<file path="src/rtl/key_pkg.sv">
// Shared key-path definitions: debounce FSM states and the active-low key codes
// understood by both this front end and the key-state consumer.
package key_pkg;

   typedef enum logic [1:0] {
      IDLE       = 2'd0,
      PRESS_DB   = 2'd1,
      HELD       = 2'd2,
      RELEASE_DB = 2'd3
   } key_state_e;

   localparam logic [3:0] KEY_NONE = 4'b1111;
   localparam logic [3:0] KEY0     = 4'b1110;
   localparam logic [3:0] KEY1     = 4'b1101;
   localparam logic [3:0] KEY2     = 4'b1011;
   localparam logic [3:0] KEY3     = 4'b0111;

endpackage

</file>
<file path="src/rtl/key_sync.sv">
// Two-flop synchroniser for asynchronous active-low inputs; two cycles of latency.
// No flow control; resets to all-ones so an idle (released) input is assumed.
module key_sync #(
   parameter int W = 4
) (
   input  logic         clk_i,
   input  logic         rst_ni,
   input  logic [W-1:0] d_i,
   output logic [W-1:0] q_o
);

   logic [W-1:0] s1_q;
   logic [W-1:0] s2_q;

   always_ff @(posedge clk_i or negedge rst_ni) begin
      if (!rst_ni) begin
         s1_q <= '1;
         s2_q <= '1;
      end else begin
         s1_q <= d_i;
         s2_q <= s1_q;
      end
   end

   assign q_o = s2_q;

endmodule

</file>
<file path="src/rtl/key_debounce.sv">
// Debounces the 4-bit key pattern as a whole; one-cycle keyflag per press (plus optional auto-repeat).
// Latency DB_CYCLES+3 edges from first sample to keyflag; no backpressure, consumer must take every pulse.
module key_debounce
   import key_pkg::*;
#(
   parameter int DB_CYCLES        = 1_000_000,
   parameter int REPEAT_EN        = 0,
   parameter int RPT_DELAY_CYCLES = 25_000_000,
   parameter int RPT_RATE_CYCLES  = 5_000_000
) (
   input  logic       sys_clk,
   input  logic       sys_rst_n,
   input  logic [3:0] key,
   output logic [3:0] keyvalue,
   output logic       keyflag,
   output logic       key_held
);

   localparam int CNT_W = $clog2(DB_CYCLES);
   localparam int RPT_W = (RPT_DELAY_CYCLES > 1) ? $clog2(RPT_DELAY_CYCLES) : 1;
   localparam logic [CNT_W-1:0] CNT_LAST   = CNT_W'(DB_CYCLES - 1);
   localparam logic [RPT_W-1:0] RPT_LAST   = RPT_W'(RPT_DELAY_CYCLES - 1);
   // Reloading to DELAY-RATE makes the next terminal count land RATE cycles later.
   localparam logic [RPT_W-1:0] RPT_RELOAD = (RPT_RATE_CYCLES >= RPT_DELAY_CYCLES) ? '0 :
                                             RPT_W'(RPT_DELAY_CYCLES - RPT_RATE_CYCLES);

   logic [3:0]       key_s;
   key_state_e       state_q, state_d;
   logic [3:0]       cand_q, cand_d;
   logic [CNT_W-1:0] cnt_q, cnt_d;
   logic [RPT_W-1:0] rpt_q, rpt_d;
   logic [3:0]       keyvalue_q, keyvalue_d;
   logic             keyflag_q, keyflag_d;

   key_sync #(.W(4)) u_key_sync (
      .clk_i  (sys_clk),
      .rst_ni (sys_rst_n),
      .d_i    (key),
      .q_o    (key_s)
   );

   always_ff @(posedge sys_clk or negedge sys_rst_n) begin
      if (!sys_rst_n) begin
         state_q    <= IDLE;
         cand_q     <= KEY_NONE;
         cnt_q      <= '0;
         rpt_q      <= '0;
         keyvalue_q <= KEY_NONE;
         keyflag_q  <= 1'b0;
      end else begin
         state_q    <= state_d;
         cand_q     <= cand_d;
         cnt_q      <= cnt_d;
         rpt_q      <= rpt_d;
         keyvalue_q <= keyvalue_d;
         keyflag_q  <= keyflag_d;
      end
   end

   always_comb begin
      state_d    = state_q;
      cand_d     = cand_q;
      cnt_d      = cnt_q;
      rpt_d      = rpt_q;
      keyvalue_d = keyvalue_q;
      keyflag_d  = 1'b0;
      unique case (state_q)
         IDLE: begin
            if (key_s != KEY_NONE) begin
               state_d = PRESS_DB;
               cand_d  = key_s;
               cnt_d   = '0;
            end
         end
         PRESS_DB: begin
            if (key_s == KEY_NONE) begin
               state_d = IDLE;
            end else if (key_s != cand_q) begin
               cand_d = key_s;
               cnt_d  = '0;
            end else if (cnt_q == CNT_LAST) begin
               state_d    = HELD;
               keyvalue_d = cand_q;
               keyflag_d  = 1'b1;
               rpt_d      = '0;
            end else begin
               cnt_d = cnt_q + 1'b1;
            end
         end
         HELD: begin
            if (key_s != keyvalue_q) begin
               state_d = RELEASE_DB;
               cnt_d   = '0;
            end else if (REPEAT_EN != 0) begin
               if (rpt_q == RPT_LAST) begin
                  keyflag_d = 1'b1;
                  rpt_d     = RPT_RELOAD;
               end else begin
                  rpt_d = rpt_q + 1'b1;
               end
            end
         end
         RELEASE_DB: begin
            // rpt is left alone so a release glitch does not restart the repeat schedule
            if (key_s == keyvalue_q) begin
               state_d = HELD;
            end else if (key_s == KEY_NONE) begin
               if (cnt_q == CNT_LAST) begin
                  state_d = IDLE;
               end else begin
                  cnt_d = cnt_q + 1'b1;
               end
            end else begin
               cnt_d = '0;
            end
         end
         default: state_d = IDLE;
      endcase
   end

   always_comb begin
      keyvalue = keyvalue_q;
      keyflag  = keyflag_q;
      key_held = (state_q == HELD) || (state_q == RELEASE_DB);
   end

endmodule

</file>
<file path="config.mk">
export PLATFORM = sky130hd
export DESIGN_NAME = key_debounce
export DESIGN_NICKNAME = d
export VERILOG_FILES = /design/src/rtl/key_pkg.sv /design/src/rtl/key_sync.sv /design/src/rtl/key_debounce.sv
export SDC_FILE = /design/constraint.sdc
export NUM_CORES = 1
export LEC_CHECK = 0
export ABC_AREA = 1
export CAP_MARGIN = 20
export CORE_ASPECT_RATIO = 0.75
export CORE_MARGIN = 2
export CORE_UTILIZATION = 50
export CTS_CLUSTER_DIAMETER = 40
export DETAILED_ROUTE_END_ITERATION = 16
export HOLD_SLACK_MARGIN = 0.08
export PLACE_DENSITY_LB_ADDON = 0.1
export SLEW_MARGIN = 40
export SYNTH_ARGS = -nofsm -noshare
export SYNTH_HDL_FRONTEND = slang
export SYNTH_SLANG_ARGS = --single-unit
</file>
<file path="constraint.sdc">
create_clock -name sys_clk -period 2.1 [get_ports sys_clk]
set_clock_uncertainty 0.05 [all_clocks]
set_input_delay 0.21 -clock sys_clk [delete_from_list [all_inputs] [get_ports sys_clk]]
set_output_delay 0.21 -clock sys_clk [all_outputs]
set_load 0.02 [all_outputs]
</file>
==> results.toml, run 1 <==
[yosys]
ys_types = 27
syn-num-nets = 352
syn_area_per_cell_sq_um = 6.916
synth_edf_count = 0
ys_seq_area_frac = 0.4174
syn-cell-area_sq_mm = 0.002386
async_reset_ff_frac = 1.000
yosys_register_bits = 39
yosys_warnings = 0
synth_cells = 345
synth_ff_type = "dfrtp_1"

[critical_path]
timing_worst_setup_path_type = "reg2reg"
crit_chain = "inv_1 > nand2_1 > nand2_1 > nor2_2 > nand2_1 > nand2_1 > nand2_4 > buf_4 > a21oi_1 > nor2_1"
end_kind = "flop"
cp.required_ns = 2.25
crit_family = "simple AND/OR/NAND/NOR gates"
slowest_stage = "dfstp_2"
cp.arrival_ns = 2.01
start_kind = "flop"
crit_buf_inv = 2
cpMostUsedCell = "nand2_1"
path_depth = 10
reg2reg_depth = 10
critPathMaxFanout = 18
max_stage_delay_ns = 0.58

[global_route]
grt_max_degree = 23
grt-ovfl-total = 0
track_usage = 0.2207
grt_pass1_wl_mm = 9.321
antenna_found_initial = 0
grt_pass1_vias = 1961

[cts]
tritoncts = "done"
cts_buffer_depth = 2
cts_sinks = 39
path_clk_slew_ns = 0.08
root_buffer = "clkbuf_8"
clk_latency_ns = 0.31
cts_buffers = 5
htreeDepth = 2

[timing]
worst_slew_pin_slew_ns = 0.6365
hold_viol_final = 0
max_freq_mhz = 536.8
slew_viol_final = 0
relSlewSlack = 0.5724
rsz0062_at_grt = "no"
fin_crit_ns = 1.863
setup_viol_count_final = 0
final.setup.tns_ns = 0
min_period_over_period = 0.8870

[place]
dp_cells = 410
gp_congestion = 0.9249
port_buffers = 11
dp_hpwl_mm = 4.087

[route]
via_per_inst = 5.143
via_count = 2155
drtPass1Iterations = 4
drc = 0
avgRoutedWirePerCell_microns = 12.78
finalWirelength_mm = 5.355
drt_iter0_drc = 149
ant_nets = 0

[finish]
layout.cells.non_filler = 419
drive_gt1_frac = 0.1436
fillers = 437
fin_nets = 368
antenna_cells = 0
syn2layout_area_growth_pct = 11.12

[die]
die_w_microns = 83.77
die-area_sq_mm = 0.005346
rows = 21
ioPinCount = 12
die_y_microns = 63.83
placeableCoreArea_sq_mm = 0.004519
initial_core_util = 0.5280

[job]
drv_cap = 0

[power_and_ir_drop]
cellPowerDensity_mw_per_mm2 = 817.3
vdd_ir_drop_max_mv = 0.5569
leakage_nw = 1.283
p_total_mw = 2.167

[status]
run_status = "completed"

[worst_hold_path]
holdPathStages = 1
min_path_type = "in2reg"
==> what timing repair did <==
item / in CTS / in global routing
setup buffers: 0 / 0
hold endpoints to repair: 12 / 0
resized for setup: 0 / 1
hold buffers: 1 / 0
endpoints found under the setup margin: 0 / 1
==> synth_stat cells (4+ instances only) <==
library cell	n	area, sq um
a21oi_1	6	30.03
nand4_1	14	87.58
o21ai_2	5	43.79
nor2_1	32	120.1
nand3_1	35	175.2
nor2_2	4	25.02
nand2_1	130	488.0
inv_1	39	146.4
dfrtp_1	23	575.6
inv_2	5	18.77
dfstp_2	16	420.4
o21ai_0	7	35.03
==> cells by family after synthesis <==
kind of cell,after synthesis,share of synthesized area
flip-flops,39,0.4174
adder cells (fa/ha/maj),1,0.005243
buffers and inverters,51,0.08809
AO/OA/AOI/OAI,21,0.05296
AND/OR/NAND/NOR,229,0.4216
XOR/XNOR,4,0.01469
==> per-stage QoR <==
stage                     worst slack, ns  area, sq um  hold slack [ns]    util
after floorplan                    0.4937         2386          -0.1356       -
after detailed placement           0.1372         2544           0.1144  0.5628
after CTS                          0.1175         2646           0.2459  0.5855
final                              0.2372         2651           0.2512  0.5867
after global placement             0.2283         2544           0.1130  0.5628
after global routing              0.08798         2651           0.2560  0.5867
==> cells in the final DEF (no fill, tap or decap), types with 5 or more instances in the layout <==
cell type	synthesis	layout
nand3_1	35	35
nand2_1	130	130
nor2_1	32	32
inv_1	39	39
dfrtp_1	23	23
dfstp_2	16	16
inv_2	5	5
clkbuf_8	0	5
o21ai_0	7	7
o21ai_2	5	5
a21oi_1	6	6
nand4_1	14	14
clkdlybuf4s50_1	0	10
==> state kept, by name (all words and copies together), names as in the netlist <==
name             flops
cnt_q               20
keyflag              1
u_key_sync.s1_q      4
state_q              2
keyvalue             4
u_key_sync.q_o       4
cand_q               4
==> layout make-up <==
| type | instances | area, sq um | area share |
|---|---|---|---|
| tap | 57 | 71.32 | 0.02690 |
| clock buffer | 5 | 68.82 | 0.02596 |
| multi-input combinational | 255 | 1185 | 0.4469 |
| sequential | 39 | 996.0 | 0.3756 |
| clock inverter | 3 | 23.77 | 0.008967 |
| inverter | 45 | 168.9 | 0.06371 |
| timing repair buffer | 15 | 137.6 | 0.05191 |
==> worst register-to-register path: cells and delay by family, from the launching register on <==
kind | cells | cell delay (ns)
AOI/OAI and AO/OA | 1 | 0.15
buffers and inverters | 2 | 0.28
DFF | 1 | 0.58
and+or+nand+nor | 7 | 0.69
==> worst paths after layout <==
kind	from	endpoint	slack, ns
hold reg to reg	u_key_sync.s1_q[1]	u_key_sync.q_o[1]	0.31
max in group asynchronous	sys_rst_n	cand_q[2]	1.00
setup reg to reg	u_key_sync.q_o[1]	cnt_q[14]	0.24
setup / recovery	u_key_sync.q_o[1]	cnt_q[14]	0.24
hold / removal	key[3]	u_key_sync.s1_q[3]	0.25
min in group asynchronous	sys_rst_n	cnt_q[3]	0.31
==> metal layers <==
metal  track usage  up-vias  part of all wire
li1              -     1118                 -
met5             0        -                 0
met4       0.06653        0             0.013
met1        0.3394      972              0.53
met2        0.3130       58              0.40
met3       0.04264        7             0.056
==> power by group <==
part | internal (mW) | switching, mW | total [mW]
Combinational | 0.206 | 0.475 | 0.681
Clock | 0.238 | 0.301 | 0.540
Sequential | 0.864 | 0.0819 | 0.946
Power figures use the tool's default switching activity.
==> run 2, diff against run 1 <==
Settings changed: CAP_MARGIN 20 to unset, SYNTH_HIERARCHICAL set to 1.
==> run 2 against run 1 <==
  * Core utilization shrank 0.12 points
  * Cell count shrank 5.0%
  * Non-clock buffer count shrank 1
  * Sequential power is 1% higher
  * Maximum frequency increased by 5.1%
  * Worst hold slack better by 0.0052 ns
  * Largest power group unchanged
  * Largest cell class unchanged
  * Combinational power up 3.5%
  * Critical path type unchanged
  * Power is 0.23% higher
==> results.toml, run 2 <==
[yosys]
syn-num-nets = 330
synth_ff_type = "dfrtp_1"
yosys_register_bits = 39
async_reset_ff_frac = 1.000
synth_cells = 323
synth_top_area_frac = 0.2397
syn-cell-area_sq_mm = 0.002401
ys_types = 29
synthTopCellsByArea = "dfrtp_1 (24%), dfstp_2 (18%), nand2_1 (17%)"
ys_seq_area_frac = 0.4148
synth_edf_count = 0
syn_area_per_cell_sq_um = 7.434
synth_most_common_cell = "nand2_1"
synth_common_cells = "nand2_1 (111), inv_1 (38), nand3_1 (28)"
yosys_warnings = 6
yosysTopAreaCell = "dfrtp_1"

[finish]
layout_common_cells = "nand2_1 (111), inv_1 (38), nand3_1 (28)"
final_common_cell = "nand2_1"
fin_nets = 347
regMostFlops = "cnt_q"
largest_reg_flops = 20
fillers = 414
drive_gt1_frac = 0.1730
antenna_cells = 0
syn2layout_area_growth_pct = 10.84

[critical_path]
timing_worst_setup_path_type = "reg2reg"
worstReg2RegStart = "u_key_sync/q_o[3]"
start_kind = "flop"
cp.required_ns = 2.27
critPathMaxFanout = 11
cp.arrival_ns = 1.94
end_kind = "flop"
cp-startpoint = "u_key_sync/q_o[3]"

[power_and_ir_drop]
clockPowerShare = 0.234
p_int_mw = 1.313
p_sw_frac = 0.3953
switching_power_uw = 858.4
vdd_ir_drop_max_mv = 0.6050
cellPowerDensity_mw_per_mm2 = 816.1
seq_power_share = 0.441
p_comb_frac = 0.324
leakage_nw = 1.218

[route]
ant_nets = 0
drt_iter0_drc = 179
drc = 0
via_count = 1971
drtPass1Iterations = 4
finalWirelength_mm = 5.109
avgRoutedWirePerCell_microns = 12.84
via_per_inst = 4.952

[timing]
fin_ws_ns = 0.3283
final.setup.tns_ns = 0
slew_viol_final = 0
max_freq_mhz = 564.4
min_period_over_period = 0.8437
hold_viol_final = 0
relSlewSlack = 0.7226
rsz0062_at_grt = "no"
worst_slew_pin_slew_ns = 0.4129
setup_viol_count_final = 0
fin_crit_ns = 1.772

[worst_hold_path]
hp-start = "key[2]"
min_path_type = "in2reg"

[global_route]
grt_pass1_vias = 1779
track_usage = 0.2147
met3_usage = 0.04264
antenna_found_initial = 0
grtUsageMet1 = 0.3515
grt_max_degree = 34
grtUsageMet2 = 0.2770
grt-busiest-layer = "met1"
grt-ovfl-total = 0
grt_pass1_wl_mm = 8.880

[cts]
cts_resized = 0
tritoncts = "done"
cts_sinks = 39
cts_buffer_depth = 2
path_clk_slew_ns = 0.08
clk_latency_ns = 0.30
root_buffer = "clkbuf_8"
cts_buffers = 5
htreeDepth = 2

[die]
ioPinCount = 12
die-area_sq_mm = 0.005378
die_y_microns = 64.02
die_w_microns = 84.02
placeableCoreArea_sq_mm = 0.004546
rows = 21
initial_core_util = 0.5282

[place]
gp_congestion = 0.9264
pre_cts_slack_ns = 0.3347
port_buffers = 11
dp_hpwl_mm = 3.860

[job]
drv_cap = 0

[status]
run_status = "completed"
run 2: timing repair:
action	4_1_cts	5_1_grt
endpoints found under the hold margin	23	0
buffers inserted	0	0
hold buffers	1	0
run 2: metal layers:
| layer | wire length [microns] | up-vias |
|---|---|---|
| met4 | 63 | 0 |
| li1 | - | 1052 |
| met3 | 248 | 8 |
| met5 | 0 | - |
| met2 | 1830 | 46 |
| met1 | 2966 | 865 |
run 2: path summary, 6_finish.rpt:
check                      depth (start not counted)  slack (ns)                  to
max in group asynchronous                          3        1.13   u_key_sync/q_o[2]
min                                                1        0.26  u_key_sync/s1_q[2]
max reg2reg                                        8        0.33            cnt_q[6]
min reg2reg                                        0        0.31   u_key_sync/q_o[0]
min in group asynchronous                          2        0.34           cnt_q[16]
max                                                8        0.33            cnt_q[6]
run 2: area by class of cell:
type                    instances  area (sq um)  share of cell area
clock buffers                   5         68.82             0.02586
clock inverters                 3         18.77            0.007052
inverters                      42         167.7             0.06300
multi-input cells             238          1206              0.4532
flip-flops and latches         39         996.0              0.3742
well taps                      57         71.32             0.02680
repair buffers                 14         132.6             0.04984
run 2: stage by stage:
step / instance area [sq um] / cells / power (mW) / utilization / hold slack [ns]
after floorplan: 2401 / 323 / 1.509 / - / -0.1356
after global placement: 2561 / 389 / 1.655 / 0.5634 / 0.2702
after detailed placement: 2561 / 389 / 1.666 / 0.5634 / 0.2704
after CTS: 2659 / 398 / 2.181 / 0.5849 / 0.2500
after global routing: 2661 / 398 / 2.339 / 0.5855 / 0.2469
final: 2661 / 398 / 2.172 / 0.5855 / 0.2564
run 2: cells by family (layout without fill, tap and decap cells):
| kind of cell | count (synthesis) | in the layout | synth area share |
|---|---|---|---|
| xor gates and xnor gates | 11 | 11 | 0.04013 |
| AOI/OAI and AO/OA | 22 | 22 | 0.05733 |
| adders and majority gates | 1 | 1 | 0.005210 |
| and+or+nand+nor | 204 | 204 | 0.3997 |
| buffers and inverters | 46 | 64 | 0.08286 |
| DFF | 39 | 39 | 0.4148 |
run 2: power groups by stage:
stage / sequential (mW) / clock, mW / combinational [mW]
final: 0.958 / 0.509 / 0.705
after global routing: 0.974 / 0.569 / 0.797
after CTS: 0.958 / 0.524 / 0.699
after detailed placement: 0.969 / 0 / 0.697
after global placement: 0.970 / 0 / 0.685
after floorplan: 0.948 / 0 / 0.561
run 2: critical path: stages, from the launching register on:
cell	delay, ns
dfstp_2	0.58
inv_1	0.08
nand2_1	0.06
nand4_1	0.10
nor2_2	0.23
nand2_2	0.09
nand2_2	0.24
nand2_4	0.11
o21ai_1	0.15
==> run 3, diff against run 2 <==
Clock period 2.1 ns to 1.8 ns, I/O delays scaled along.
==> run 3 against run 2 <==
  * Clock power is 39% higher
  * Wire length is 2.3% higher
  * Register-to-register slack worse by 0.24 ns
  * Combinational power is 23% higher
  * Global-route usage is 0.38 points higher
  * Largest cell class unchanged
==> results.toml, run 3 (synthesis results as in run 2) <==
[global_route]
grt_pass1_vias = 1826
grt_pass1_wl_mm = 9.066
grt-ovfl-total = 0
antenna_found_initial = 0
track_usage = 0.2185
grt_max_degree = 21

[route]
ant_nets = 0
drc = 0
drtPass1Iterations = 4
via_per_inst = 5.060
drt_iter0_drc = 160
finalWirelength_mm = 5.228
avgRoutedWirePerCell_microns = 12.97
via_count = 2039

[power_and_ir_drop]
leakage_nw = 1.257
cellPowerDensity_mw_per_mm2 = 977.5
vdd_ir_drop_max_mv = 0.7429

[timing]
relSlewSlack = 0.6945
max_freq_mhz = 584.6
worst_slew_pin_slew_ns = 0.4583
setup_viol_count_final = 0
slew_viol_final = 0
fin_ws_ns = 0.08956
fin_crit_ns = 1.710
hold_viol_final = 0
min_period_over_period = 0.9502

[critical_path]
endpoint = "keyvalue[0]"
max_stage_delay_ns = 0.61
cp.required_ns = 1.57
end_kind = "output port"
reg2reg_depth = 8
crit_buf_inv = 1
crit_chain = "clkdlybuf4s50_1"
worstReg2RegStart = "u_key_sync/q_o[1]"
r2r_end = "cnt_q[18]"
cp.arrival_ns = 1.48
timing_worst_setup_path_type = "reg2out"
critPathMaxFanout = 4
crit_family = "buffers and inverters"
start_kind = "flop"
rrSetupSlack_ns = 0.09
slowest_stage = "clkdlybuf4s50_1"
path_depth = 1
cp-startpoint = "keyvalue[0]"

[worst_hold_path]
holdPathStages = 1
min_path_type = "in2reg"

[cts]
clk_latency_ns = 0.31
htreeDepth = 2
tritoncts = "done"
cts_sinks = 39
cts_buffers = 5
cts_buffer_depth = 2
root_buffer = "clkbuf_8"
path_clk_slew_ns = 0.08

[die]
rows = 21
initial_core_util = 0.5282
placeableCoreArea_sq_mm = 0.004546
die_w_microns = 84.02
die-area_sq_mm = 0.005378
die_y_microns = 64.02
ioPinCount = 12

[finish]
layout_common_cells = "nand2_1 (110), inv_1 (38), nand3_1 (28)"
largest_reg_flops = 20
syn2layout_area_growth_pct = 15.27
antenna_cells = 0
stdcell_area_sq_mm = 0.002768
fin_nets = 352
drive_gt1_frac = 0.1965
final_common_cell = "nand2_1"
regMostFlops = "cnt_q"
utilization = 0.6089

[place]
port_buffers = 11
pre_cts_slack_ns = 0.07273
dp_hpwl_mm = 3.880
dpl-instance-area_sq_mm = 0.002581
gp_congestion = 0.8620

[status]
run_status = "completed"

[job]
drv_cap = 0
[run 3: cell count changes in the layout (fill, tap and decap cells not counted), sizes merged]
| cell | change |
|---|---|
| clkbuf | +1 |
| buf | +5 |
| clkinvlp | -1 |
[run 3: worst min-delay path by stage]
| stage | start | endpoint | slack, ns |
|---|---|---|---|
| floorplan | sys_rst_n | cnt_q[0] | -0.17 |
| global placement | sys_rst_n | cnt_q[7] | 0.11 |
| detailed placement | sys_rst_n | cnt_q[7] | 0.11 |
| CTS | key[2] | u_key_sync/s1_q[2] | 0.22 |
| global route | key[1] | u_key_sync/s1_q[1] | 0.22 |
| finish | key[1] | u_key_sync/s1_q[1] | 0.22 |
[run 3: what timing repair did]
action / in CTS / in global routing
endpoints found under the hold margin: 7 / 0
buffers inserted: 0 / 4
gates resized for setup: 0 / 9
hold buffers: 1 / 0
endpoints found under the setup margin: 0 / 18
[run 3: routing by layer]
| metal | GRT usage | wire length (microns) | share of wire |
|---|---|---|---|
| met4 | 0.05444 | 65 | 0.012 |
| met1 | 0.3529 | 2899 | 0.55 |
| met5 | 0 | 0 | 0 |
| met3 | 0.06331 | 319 | 0.061 |
| met2 | 0.2790 | 1943 | 0.37 |
[run 3: where the power goes]
group          switching, mW  total (mW)  leakage (nW)  internal (mW)
registers              0.115        1.13         0.481           1.02
logic                  0.588       0.869         0.719          0.281
clock network          0.350       0.707        0.0563          0.357
total                   1.05        2.71          1.26           1.65
[run 3: final cells by class]
class / count / area, sq um
fillers: 406 / 1778
repair buffers: 19 / 180.2
clock inverters: 2 / 13.76
flip-flops and latches: 39 / 997.2
inverters: 42 / 170.2
well taps: 57 / 71.32
multi-input cells: 238 / 1241
clock buffers: 6 / 93.84
[run 3: per-stage QoR]
step | hold slack (ns) | instances | total power, mW | setup TNS (ns)
2_1_floorplan | -0.1656 | 323 | 1.761 | 0
3_3_place_gp | 0.1096 | 390 | 1.959 | 0
3_5_place_dp | 0.1058 | 390 | 1.960 | 0
4_1_cts | 0.2191 | 399 | 2.665 | 0
5_1_grt | 0.2159 | 403 | 2.885 | -0.04041
6_report | 0.2178 | 403 | 2.705 | 0
